File: src/rtl/bcd_to_binary_pkg.sv
// rtl/bcd_to_binary_pkg.sv - shared FSM encodings and default sizes for bcd_to_binary
package bcd_to_binary_pkg;

  localparam int DEFAULT_DIGITS = 3;
  localparam int DEFAULT_BIN_W  = 10;

  typedef enum logic [1:0] {
    ST_IDLE  = 2'd0,
    ST_SHIFT = 2'd1,
    ST_DONE  = 2'd2
  } state_t;

endpackage

File: src/rtl/bcd_digit_adjust.sv
// rtl/bcd_digit_adjust.sv - per-digit correction step of reverse double dabble
module bcd_digit_adjust (
  input  logic [3:0] din,
  output logic [3:0] dout
);

  // A set bit 3 after the shift came from the digit above and is worth 5, not 8.
  assign dout = (din >= 4'd8) ? (din - 4'd3) : din;

endmodule

File: src/rtl/bcd_to_binary.sv
// rtl/bcd_to_binary.sv - sequential packed-BCD to binary converter (reverse double dabble)
// Optional macro BCD_RANGE_CHECK_EN: reject operands containing a digit above 9.
module bcd_to_binary
  import bcd_to_binary_pkg::*;
#(
  parameter int DIGITS = DEFAULT_DIGITS,
  parameter int BIN_W  = DEFAULT_BIN_W
) (
  input  logic                  clock,
  input  logic                  reset,
  input  logic                  start,
  input  logic [4*DIGITS-1:0]   bcd,
  output logic [BIN_W-1:0]      bin,
  output logic                  valid,
  output logic                  busy,
  output logic                  err
);

  localparam int BCD_W = 4 * DIGITS;
  localparam int WRK_W = BCD_W + BIN_W;
  localparam int CNT_W = $clog2(BIN_W + 1);
  localparam logic [CNT_W-1:0] LAST_ITER = CNT_W'(BIN_W - 1);

  state_t             state, state_next;
  logic [WRK_W-1:0]   work, work_shift, work_adj;
  logic [CNT_W-1:0]   cnt;
  logic               load_err;
  logic               valid_next, busy_next;

  assign work_shift = work >> 1;
  assign work_adj[BIN_W-1:0] = work_shift[BIN_W-1:0];

  for (genvar g = 0; g < DIGITS; g++) begin : g_adj
    bcd_digit_adjust u_adj (
      .din  (work_shift[BIN_W + 4*g +: 4]),
      .dout (work_adj[BIN_W + 4*g +: 4])
    );
  end

`ifdef BCD_RANGE_CHECK_EN
  always_comb begin
    load_err = 1'b0;
    for (int i = 0; i < DIGITS; i++) begin
      if (bcd[4*i +: 4] > 4'd9) load_err = 1'b1;
    end
  end
`else
  assign load_err = 1'b0;
`endif

  always_comb begin
    state_next = state;
    case (state)
      ST_IDLE:  if (start) state_next = load_err ? ST_DONE : ST_SHIFT;
      ST_SHIFT: if (cnt == LAST_ITER) state_next = ST_DONE;
      ST_DONE:  state_next = ST_IDLE;
      default:  state_next = ST_IDLE;
    endcase
  end

  // Outputs are registered, so decode them from the state being entered.
  always_comb begin
    busy_next  = (state_next != ST_IDLE);
    valid_next = (state_next == ST_DONE) && (state != ST_DONE);
  end

  always_ff @(posedge clock) begin
    if (reset) begin
      state <= ST_IDLE;
      work  <= '0;
      cnt   <= '0;
      bin   <= '0;
      valid <= 1'b0;
      busy  <= 1'b0;
      err   <= 1'b0;
    end else begin
      state <= state_next;
      valid <= valid_next;
      busy  <= busy_next;
      case (state)
        ST_IDLE: begin
          if (start) begin
            work <= {bcd, {BIN_W{1'b0}}};
            cnt  <= '0;
            if (load_err) begin
              bin <= '0;
              err <= 1'b1;
            end
          end
        end
        ST_SHIFT: begin
          work <= work_adj;
          cnt  <= cnt + CNT_W'(1);
          if (cnt == LAST_ITER) begin
            bin <= work_adj[BIN_W-1:0];
            err <= 1'b0;
          end
        end
        default: ;
      endcase
    end
  end

endmodule

File: config.mk
export PLATFORM = sky130hd
export DESIGN_NAME = bcd_to_binary
export DESIGN_NICKNAME = d
export VERILOG_FILES = /design/src/rtl/bcd_to_binary_pkg.sv /design/src/rtl/bcd_digit_adjust.sv /design/src/rtl/bcd_to_binary.sv
export SDC_FILE = /design/constraint.sdc
export NUM_CORES = 1
export LEC_CHECK = 0
export ABC_AREA = 1
export CAP_MARGIN = 20
export CORE_MARGIN = 2
export CORE_UTILIZATION = 50
export DETAILED_ROUTE_END_ITERATION = 12
export DONT_BUFFER_PORTS = 1
export MAX_ROUTING_LAYER = met4
export PLACE_DENSITY_LB_ADDON = 0.2
export SYNTH_ARGS = -nofsm -noshare
export SYNTH_HDL_FRONTEND = slang
export SYNTH_SLANG_ARGS = --single-unit
File: constraint.sdc
create_clock -name clock -period 1.6 [get_ports clock]
set_clock_uncertainty 0.05 [all_clocks]
set_input_delay 0.16 -clock clock [delete_from_list [all_inputs] [get_ports clock]]
set_output_delay 0.16 -clock clock [all_outputs]
set_load 0.02 [all_outputs]
# Yosys cells after proc, flatten, opt, wreduce, memory -nomap -nowiden
# Index checks and enable logic that the tools add are counted.
# W data, S select, Z words.
# op_classes
addsub,4
order_cmp,3
n_eq_ne,5
n_mux,10
n_reduce_logical,6
# op_table
cell,n
$pmux W22 S2,1
$mux W22,1
$mux W4,4
$ge A4 B4 Y1 const B,2
$pmux W4 S2,1
$sub A4 B2 Y4 const B,2
$add A4 B1 Y4 const B,1
$eq A4 B4 Y1 const B,1
$ge A3 B4 Y1 const B,1
$mux W2,2
$ne A2 B2 Y1 const B,2
$pmux W2 S2,1
$reduce_and A2 Y1,2
$reduce_bool A2 Y1,2
$sub A3 B2 Y4 const B,1
$eq A2 B1 Y1 const B,1
$eq A2 B2 Y1 const B,1
$logic_not A2 Y1,1
$logic_and A1 B1 Y1,1
# totals
register_bits,40
in_bits,15
output_inout_bits,13
wordCells,34

# Logic depth before layout (Yosys ltp)
# Gate-level depths: netlist of run 1.
# logic_depth
depth_word,5
depth_mapped,8
depth_no_buf,8

# Cells and area by module
# From an unflattened synthesis of run 1, not the netlist that was laid out.
# hier_totals
hier_cells,282
area_unflattened_um2,1930.6
# modules_own_cells
module,instances,cells_per_inst,area_per_inst_um2,seq_area_each_um2
bcd_to_binary,1,234,1664.1,780.7
bcd_digit_adjust,3,16,88.8,0.0

# Worst setup path before layout of run 1
# No wires, ideal clock.
# synth_path
kind,register -> register
start,reg cnt[0]
end,reg bin[9]
setup_time_ps,132
t_arrival_ps,1034
required_ps,1418
setup_slack_ps,383
path_stages_with_launch,8
path_buffers,1
period_less_slack_ps,1217
cell_sequence,dfxtp_1 -> ha_1 -> nand2_1 -> nor2_1 -> nand2_2 -> buf_2 -> nand2_1 -> a21oi_1
# synth_via
elab_chain_len,2
# synth_lines
item,line,source
start: declaration,bcd_to_binary.sv:26,logic [CNT_W-1:0] cnt;
start signal: assignment,bcd_to_binary.sv:93,cnt <= cnt + CNT_W'(1);
$eq A4 B4 Y1,bcd_to_binary.sv:94,if (cnt == LAST_ITER) begin
$reduce_and A2 Y1 (no source line),-,
end signal: assignment,bcd_to_binary.sv:95,bin <= work_adj[BIN_W-1:0];
end: declaration,bcd_to_binary.sv:13,"output logic [BIN_W-1:0] bin,"
# No other way between the ends.
# A chain may end at the register's enable or synchronous reset.

# Worst setup path in the final report of run 1
# layout_path
start,reg cnt[0]
end,reg bin[3]
# The elaborated chain is that of the path after synthesis.

==> results of run 1 <==
==> cells in the mapped netlist (2+ instances only) <==
master / instances
clkbuf_1: 3
nand3_1: 16
buf_4: 4
o21ai_0: 11
nand2_2: 2
nor2_1: 20
buf_2: 3
dfxtp_1: 39
ha_1: 6
inv_1: 21
a21oi_1: 27
nand2_1: 82
==> power breakdown <==
| group | switching, mW | internal [mW] |
|---|---|---|
| clock | 0.342 | 0.329 |
| sequential | 0.0294 | 1.00 |
| combinational | 0.113 | 0.0773 |
==> layout make-up <==
type / instances / area (µm²)
inverters: 22 / 82.6
well taps: 46 / 57.6
flip-flops and latches: 39 / 781
fillers: 328 / 1350
clock inverters: 3 / 43.8
clock buffers: 5 / 37.5
repair buffers: 18 / 168
multi-input cells: 171 / 788
==> kinds of logic after synthesis <==
family,synth area share
AOI/OAI and AO/OA,0.128
adders and majority gates,0.0440
buffers and inverters,0.0814
DFF,0.458
other,0.00220
and+or+nand+nor,0.286
==> worst max-delay path, stage by stage (launching register included) <==
cell and delay [ns]:
dfxtp_1 0.41, ha_1 0.16, nand2_1 0.05, nor2_1 0.14, nand2_2 0.14, inv_2 0.18, nand2_1 0.07, a21oi_1 0.13
==> sequential cells by signal, summed over array words and instances (netlist names) <==
signal and cells:
work 21, bin 10, cnt 4, state 2, busy 1, valid 1
==> per-layer routing <==
metal | GRT usage | vias to the layer above | wire, µm
li1 | - | 791 | -
met1 | 0.288 | 698 | 1750
met2 | 0.317 | 29 | 1680
met3 | 0.0703 | 7 | 187
met4 | 0.0778 | 0 | 64
met5 | - | - | 0
==> metrics by stage <==
stage / area, µm² / cells
3_5_place_dp: 1750 / 284
5_1_grt: 1960 / 304
2_1_floorplan: 1710 / 242
3_3_place_gp: 1750 / 284
6_report: 1960 / 304
4_1_cts: 1950 / 304
==> path summary, 6_finish.rpt <==
| check | cells after the start | slack, ns | start | to |
|---|---|---|---|---|
| max | 7 | 0.20 | cnt[0] | bin[3] |
| min | 4 | 0.01 | start | work[12] |
| max reg2reg | 7 | 0.20 | cnt[0] | bin[3] |
| min reg2reg | 2 | 0.43 | work[21] | work[21] |
==> what timing repair did <==
action,4_1_cts,5_1_grt
hold buffers,12,0
setup endpoints to repair,0,3
gates resized for setup,0,2
endpoints found under the hold margin,35,0
==> results list, run 1 <==
* Routed WL per cell: around 12 µm
- Maximum vdd drop: 0.000655 V
- Pleak: 0.818 nW
- Layout cell share with drive strength beyond 1: 0.0814
* Latest clock arrival within the worst-skew pair: 0.36 ns
- Initial drt markers: 123
* Final setup violation count: 0
- Buffer type at the clock tree root: clkbuf_4
- Relative to the synthesized area, the layout overhead comes to 14.8%.
- The final-report max-slew violation count is 0.
- Worst setup slack after layout: 0.201 ns
- After routing, the total negative slack on setup checks comes to 0 ns.
* Number of diodes added for antenna fixing: 0
* Warning count from the yosys run: 0
- The first TritonRoute pass finished after 4 iterations.
- After clock tree synthesis, the setup repair step added 0 buffers.
- Area leader, netlist: dfxtp_1
- Post-Syn Area: 0.00171 mm²
- Once detail routing completed, the nets flagged for antenna violations numbered 0.
- Avg Inst Size Synth: 7.05 µm²
- I/O pin cnt: 28
- Port-buffer cells: 0
- Placeable core region: approximately 0.0033 mm²
- The first global-routing pass estimated approximately 6500 µm of wire.
- Overall power consumption: 1.89 mW
- The synthesized design contains 39 register bits.
- In this run, synthesis inferred 0 flip-flops with an integrated enable.
- Derived from the worst setup path, the maximum achievable clock frequency is ~0.71 GHz.
- Final wirelength: ~3700 µm
* Required arrival time at the worst endpoint: between 1.5 and 2 ns
- Of the synthesized area, sequential elements account for 0.458.
- TritonCTS built the clock tree.
- Number of global-route vias before repair: ~1400
- Via/cell ratio: 5.02
- STA puts the critical path data arrival time at 1.63 ns.
- Setup repair after global routing left no endpoint under its margin.
* Initial antenna violation count: 0
* H-tree Lvls: 2
- DR DRC count: 0
- The path class of the tightest hold or removal check is input pin to register.
- Number of vias in the routed layout: 1525
- Entering global routing, the biggest net connects 28 pins.
- When the netlist entered floorplanning its net count stood at 263.
* Number of cell rows: 21
- The final layout contains 278 nets.
- The wire-length estimate of the detail-placed layout is between 2000 and 2500 µm.
- For this run, the total global-route usage over all layers was measured as 0.219.
- The die covers 0.00389 mm².
* Die extent in x: 62.4 µm
- Sorting the synthesized cells by area gives the leading types as dfxtp_1, nand2_1, a21oi_1.
- Mapped Cells: around 240
* Crit path launch type: register
- Relative max-transition margin: 0.350
- Clock Sinks: 39
* Maxcap violations: 0
- For this run, the share of the core covered by cells in the final layout is 0.591.
* Kind of capture point of the worst setup path: register
- PwrDens: 966 mW/mm²
- Hold timing on the final database bottoms out at a slack of roughly 0.011 ns.
- The top cell types in the final layout, fill and taps aside, are nand2_1, dfxtp_1, a21oi_1, inv_1, nor2_1.
- For this run, asynchronously set or reset flops after synthesis account for 0.
- CTS clk-pin slew, worst paths: 0.12 ns
* Post-route clock period utilization: 0.874
* Leading cell type in the layout, fill and taps excluded: nand2_1
- Min Tclk post-route: 1.40 ns
- For this configuration, the core starts out at a cell density of 0.515.
- Number of library cell types mapped by synthesis: 20
- Tightest Pin Transition: 0.976 ns
- Number of buffers inserted during clock tree synthesis: 5
* Top cell type's share of synthesized area: 0.458
- Among all flip-flop cells after synthesis, the most frequent one is dfxtp_1.
- Floorplan die height: 62.4 µm
- Summed over all layers, the global routing overflow is 0.
* Final Hold Violating Endpoints: 0
- The clock passes through at most 2 buffers.
- Outcome: completed
- Worst slack at placement: 0.184 ns
- Critical-path maximum fanout: 10
- Critical Setup Path Class: register to register
- Final weighted congestion in routability-driven placement: 0.812
No activity file was read; power rests on OpenSTA's default activity.
==> inputs of run 2 (changes only) <==
==> constraint.sdc (replaced) <==
create_clock -name clock -period 1.6 [get_ports clock]
set_clock_uncertainty 0.05 [all_clocks]
set_input_delay 0.32 -clock clock [delete_from_list [all_inputs] [get_ports clock]]
set_output_delay 0.32 -clock clock [all_outputs]
set_load 0.02 [all_outputs]
==> results list, run 2 (same netlist as run 1, synthesis figures left out) <==
- Clock-pin slew was measured on the worst setup and hold paths at 0.12 ns.
- Setup Fix Bufs, Post-CTS: 0
* Max reg flops: 21
- Non-filler instance count after layout: 294
- The cell sitting at the root of the clock tree is a clkbuf_4.
- The most critical setup path has its endpoint at busy.
- Maximum vdd drop: around 0.0007 V
* Initial drt markers: 116
- Via/cell ratio: around 5
* Cell Chain, Critical Path: o21ai_4, nor2_1, dlygate4sd3_1
- The worst path in the final design needs a cycle of 1.48 ns, including I/O delays and setup.
- Number of vias in the routed layout: roughly 1500
- In the global route stage, overall resource usage came out at 0.208.
* Placed cell count: 284
- DR DRC count: 0
* Post-route clock period utilization: 0.927
- Of all nets on the critical path, the largest fanout is 6.
- After global routing the overflow that remains totals 0.
* Sequential cell area: around 780 µm²
* Arrival time of the worst setup path: 1.68 ns
* Worst slack at placement: approximately 0.18 ns
- Max-cap violations in this run came to 0.
* Top Registers: work (21), bin (10), cnt (4)
- Outcome: completed
* Die area: 0.00389 mm²
- Critical Setup Path Class: register to register
- Floorplan die height: ~62 µm
- The most critical setup path has its startpoint at state[0].
* Crit path launch type: register
* H-tree Lvls: 2
* Global-route wire length before repair: 6120 µm
- Leading cell type in the layout, fill and taps excluded: nand2_1
* Final setup violation count: 0
* Routed WL per cell: 12.1 µm
- Routability-driven placement finished with a final weighted congestion of 0.812.
* Effective utilization at floorplan: 0.515
* Initial antenna violation count: 0
* Most flops, register: work
- Summed over all failing endpoints, the final setup total negative slack is 0 ns.
- The detail route stage leaves a number of antenna-violating nets equal to 0.
- Slowest Stage Delay on Critical Path: around 0.56 ns
- The die is 62.4 µm wide.
- I/O pin cnt: 28
- The critical path crosses 3 cells after its start point.
- TritonCTS built the clock tree.
- The worst register-to-register path ends at busy.
* Worst setup slack after layout: roughly 0.12 ns
* FF-to-FF Start: state[0]
- Slowest stage cell, crit path: dlygate4sd3_1
- Number of diodes added for antenna fixing: 0
- Layout overhead on the synthesized area: 9.24%
- Setup repair after global routing left no endpoint under its margin.
* Kind of capture point of the worst setup path: register
- HPWL after DPL: 2400 µm
- In the layout the commonest cells are nand2_1, dfxtp_1, a21oi_1, inv_1, nor2_1.
- The clock passes through at most 2 buffers.
* Port-buffer cells: 0
- The final-report max-slew violation count was 0.
* Register-to-register setup slack: 0.12 ns
- Family with the most delay on the worst path: buffers and inverters
- Layout cell share with drive strength beyond 1: 0.0847
- Worst reg2reg path depth: 3
- Number of buffers and inverters on the critical path: 1
* Latest clock arrival within the worst-skew pair: 0.36 ns
* Footprint of the multi-input gates: 796 µm²
- The analysis attributes to cell leakage a power of 0.769 nW.
- The worst hold path belongs to the class input pin to register.
- Clock Sinks: 39
* PwrDens: 1000 mW/mm²
- The total area inside the core boundary comes to ~0.0033 mm².
* Number of cell rows: 21
* Final wirelength: around 3600 µm
- Required arrival time at the worst endpoint: 1.80 ns
* Final Net Count: 268
- Tightest Pin Transition: 0.922 ns
- For this run, the top clock speed supported by timing is approximately 0.67 GHz.
- Clock tree synthesis inserted a total of 5 buffers.
- Number of global-route vias before repair: 1310
* Relative max-transition margin: 0.383
* Hold Slack: 0.0388 ns
- The count of final hold-check violations came to 0.
- Fill cells in the final layout number 336.
- The pre-antenna-repair detailed-routing pass consisted of 4 iterations.
- Entering global routing, the biggest net connects 26 pins.
==> run 2: cell types whose count changed in the layout (fill, tap and decap cells not counted), sizes merged <==
cell	delta
dlygate4sd3	-9
dlymetal6s4s	-1
==> run 2: power breakdown <==
| part | total, mW | switching (mW) | internal [mW] |
|---|---|---|---|
| clock network | 0.669 | 0.340 | 0.329 |
| logic | 0.170 | 0.108 | 0.0622 |
| registers | 1.03 | 0.0294 | 1.00 |
==> run 2: tightest hold or removal path, cell delays in order <==
cell and delay [ns]:
a21oi_1 0.02, nand2_1 0.05, inv_1 0.03
==> run 2: worst min path at each step <==
stage | end | slack, ns | cells after the start | from
2_1_floorplan | work[1] | 0.39 | 2 | work[1]
3_3_place_gp | bin[5] | 0.34 | 1 | reset
3_5_place_dp | bin[5] | 0.34 | 1 | reset
4_1_cts | work[11] | 0.03 | 3 | reset
5_1_grt | work[21] | 0.03 | 2 | bcd[11]
6_report | work[11] | 0.04 | 3 | reset
==> run 2: area by class of cell <==
class	count	share of cell area
sequential	39	0.419
inverter	22	0.0443
clock inverter	3	0.0235
tap	46	0.0309
clock buffer	5	0.0201
timing repair buffer	8	0.0349
multi-input combinational	171	0.427
==> run 2: metrics by stage <==
step	power, mW	util	area [µm²]
after detailed placement	1.20	0.529	1750
after global placement	1.20	0.529	1750
after global routing	1.96	0.563	1860
after floorplan	1.18	-	1710
final	1.87	0.563	1860
after CTS	1.88	0.560	1850
==> run 2: timing repair <==
item,CTS,global route
hold buffers,2,0
endpoints found under the hold margin,26,0
resized for setup,0,2
setup endpoints to repair,0,3
==> run 2: routing by layer <==
metal	track usage	wire, µm	up-vias
met5	-	0	-
met4	0.0750	64	0
met3	0.0685	195	7
met2	0.288	1540	37
met1	0.285	1770	673
li1	-	-	770
==> inputs of run 3 (changes only) <==
--- a/config.mk
+++ b/config.mk
@@ -7,10 +7,12 @@
 export LEC_CHECK = 0
 export ABC_AREA = 1
 export CAP_MARGIN = 20
+export CORE_ASPECT_RATIO = 0.7
 export CORE_MARGIN = 2
 export CORE_UTILIZATION = 50
 export DETAILED_ROUTE_END_ITERATION = 12
 export DONT_BUFFER_PORTS = 1
+export HOLD_SLACK_MARGIN = 0.15
 export MAX_ROUTING_LAYER = met4
 export PLACE_DENSITY_LB_ADDON = 0.2
 export SYNTH_ARGS = -nofsm -noshare
==> results list, run 3 (same netlist as run 1, synthesis figures left out) <==
- The final-report max-slew violation count came to 0.
- The floorplan step set the die height to around 53 µm.
- Post-Route Setup TNS: 0 ns
- No sink is reached through more buffers than the 2 on the longest clock path.
- Final-layout fill cell count: 306
- Layout overhead on the synthesized area: 11.7%
* Max frequency: 0.668 GHz
- The first detailed-routing pass took 4 iterations.
- The detail route stage leaves a number of antenna-violating nets equal to 0.
* Clock Sinks: 39
- Via/cell ratio: between 4 and 5
- Setup repair after global routing missed its margin: no
- Die extent in x: 73.8 µm
- Global-route wire length before repair: about 6000 µm
- The largest registers in the layout are work (21), bin (10), cnt (4).
* Final setup violation count: 0
* Critical Setup Path Class: register to register
- Hold timing on the final database bottoms out at a slack of 0.199 ns.
- In this run the clock root is driven by a clkbuf_8.
- Final Hold Violating Endpoints: 0
- Placed cell count: 285
* Number of cell rows: 17
- The first routing iteration left 91 violations.
- Across every metal layer, demand over resource in global routing totals 0.207.
- Gr ovfl total: 0
- Of the cells placed in the final design, the portion with a size suffix greater than 1 is 0.0843.
- After detailed routing, the number of remaining DRC violations is 0.
- Relative max-transition margin: 0.354
- Number of cells traversed by the worst hold path: 4
* Number of diodes added for antenna fixing: 0
- Across the VDD grid, the largest voltage drop is 0.000672 V.
- Routed WL per cell: 12.5 µm
- The final layout contains routed wiring with a total length of approximately 3700 µm.
- Max reg flops: 21
- Clock latency on the worst-skew pair, taken at its later pin, is roughly 0.28 ns.
- I/O pin cnt: 28
* Number of vias in the routed layout: 1428
- The smallest clock period supported by the final layout is computed as between 1 and 1.5 ns.
* Pin count of the biggest net entering global routing: 27
* Number of buffers inserted during clock tree synthesis: 5
- Die area: 0.00390 mm²
- Post-route clock period utilization: 0.936
* Pleak: 0.797 nW
- Clock tree from TritonCTS: done
- The initial utilization of the core area, before any placement, comes to 0.531.
- Number of global-route vias before repair: 1244
* HPWL after DPL: between 2000 and 2500 µm
- Across the run, the number of max-cap violations was 0.
- Measured in cells, the most critical reg-to-reg path has a length of 4.
- Critical-path maximum fanout: 6
- Setup Fix Bufs, Post-CTS: 0
* CTS clk-pin slew, worst paths: approximately 0.080 ns
- For this design the ratio of total power to cell area is 1070 mW/mm².
- Outcome: completed
- At the pin with the least slew margin, the transition time is around 0.97 ns.
- Leading cell type in the layout, fill and taps excluded: nand2_1
- Worst hold path class: input pin to register
- Final weighted congestion in routability-driven placement: approximately 0.80
- Final Net Count: 269
- STA classifies the critical path endpoint as a register.
- Leaving out filler cells and counting taps, the final layout contains 296.
- The region available for standard cell placement spans 0.00321 mm².
- Initial antenna violation count: 0
- STA classifies the critical path startpoint as a register.
* Arrival time of the worst setup path: 1.68 ns
* Most used cells in the layout excluding fill and tap cells: nand2_1, dfxtp_1, a21oi_1, inv_1, nor2_1
* H-tree Lvls: 2
* Port-buffer cells: 0
- Required arrival time at the worst endpoint: approximately 1.8 ns
* Most flops, register: work
run 3: cell types whose count changed in the layout (fill, tap and decap cells not counted), sizes merged:
| cell | before | now |
|---|---|---|
| clkbuf | 5 | 6 |
| clkinv | 2 | 1 |
| dlymetal6s4s | 0 | 1 |
run 3: per-stage QoR:
step	total power, mW	setup slack, ns	instance area (µm²)	utilization
5_1_grt	2.13	0.0145	1910	0.593
4_1_cts	2.05	0.0127	1900	0.592
3_5_place_dp	1.21	0.177	1750	0.546
3_3_place_gp	1.20	0.194	1750	0.546
2_1_floorplan	1.18	0.383	1710	-
6_report	2.04	0.103	1910	0.593
run 3: path summary, 6_finish.rpt:
check | from | endpoint | slack [ns]
setup / recovery | state[0] | busy | 0.10
hold / removal | bcd[9] | work[19] | 0.20
setup reg to reg | state[0] | busy | 0.10
hold reg to reg | work[21] | work[21] | 0.42
run 3: layer usage:
metal,part of all wire,track usage,wire (µm)
met5,0,-,0
met4,0.0033,0.0364,12
met3,0.062,0.0686,229
met2,0.40,0.287,1460
met1,0.54,0.294,1990
run 3: repair_timing:
| action | CTS | global route |
|---|---|---|
| hold buffers | 3 | 0 |
| endpoints found under the hold margin | 27 | 0 |
| gates resized for setup | 0 | 2 |
| setup endpoints to repair | 0 | 8 |
run 3: report_power, final:
group	switching, mW	leakage, nW	total, mW	internal, mW
Clock	0.336	0.0612	0.841	0.505
Sequential	0.0297	0.317	1.03	1.00
Combinational	0.111	0.418	0.175	0.0635
Total	0.477	0.797	2.04	1.57
run 3: critical path: stages (launching register included):
cell	delay, ns
dfxtp_1	0.46
o21ai_2	0.10
buf_4	0.15
nor2_1	0.13
dlygate4sd3_1	0.55
run 3: final cells by class:
cell class | instances | area (µm²) | area share
Timing Repair Buffer | 9 | 77.6 | 0.0407
Clock inverter | 2 | 35.0 | 0.0184
Multi-Input combinational cell | 171 | 788 | 0.414
Inverter | 22 | 82.6 | 0.0433
Sequential cell | 39 | 781 | 0.410
Clock buffer | 6 | 82.6 | 0.0433
Tap cell | 47 | 58.8 | 0.0309
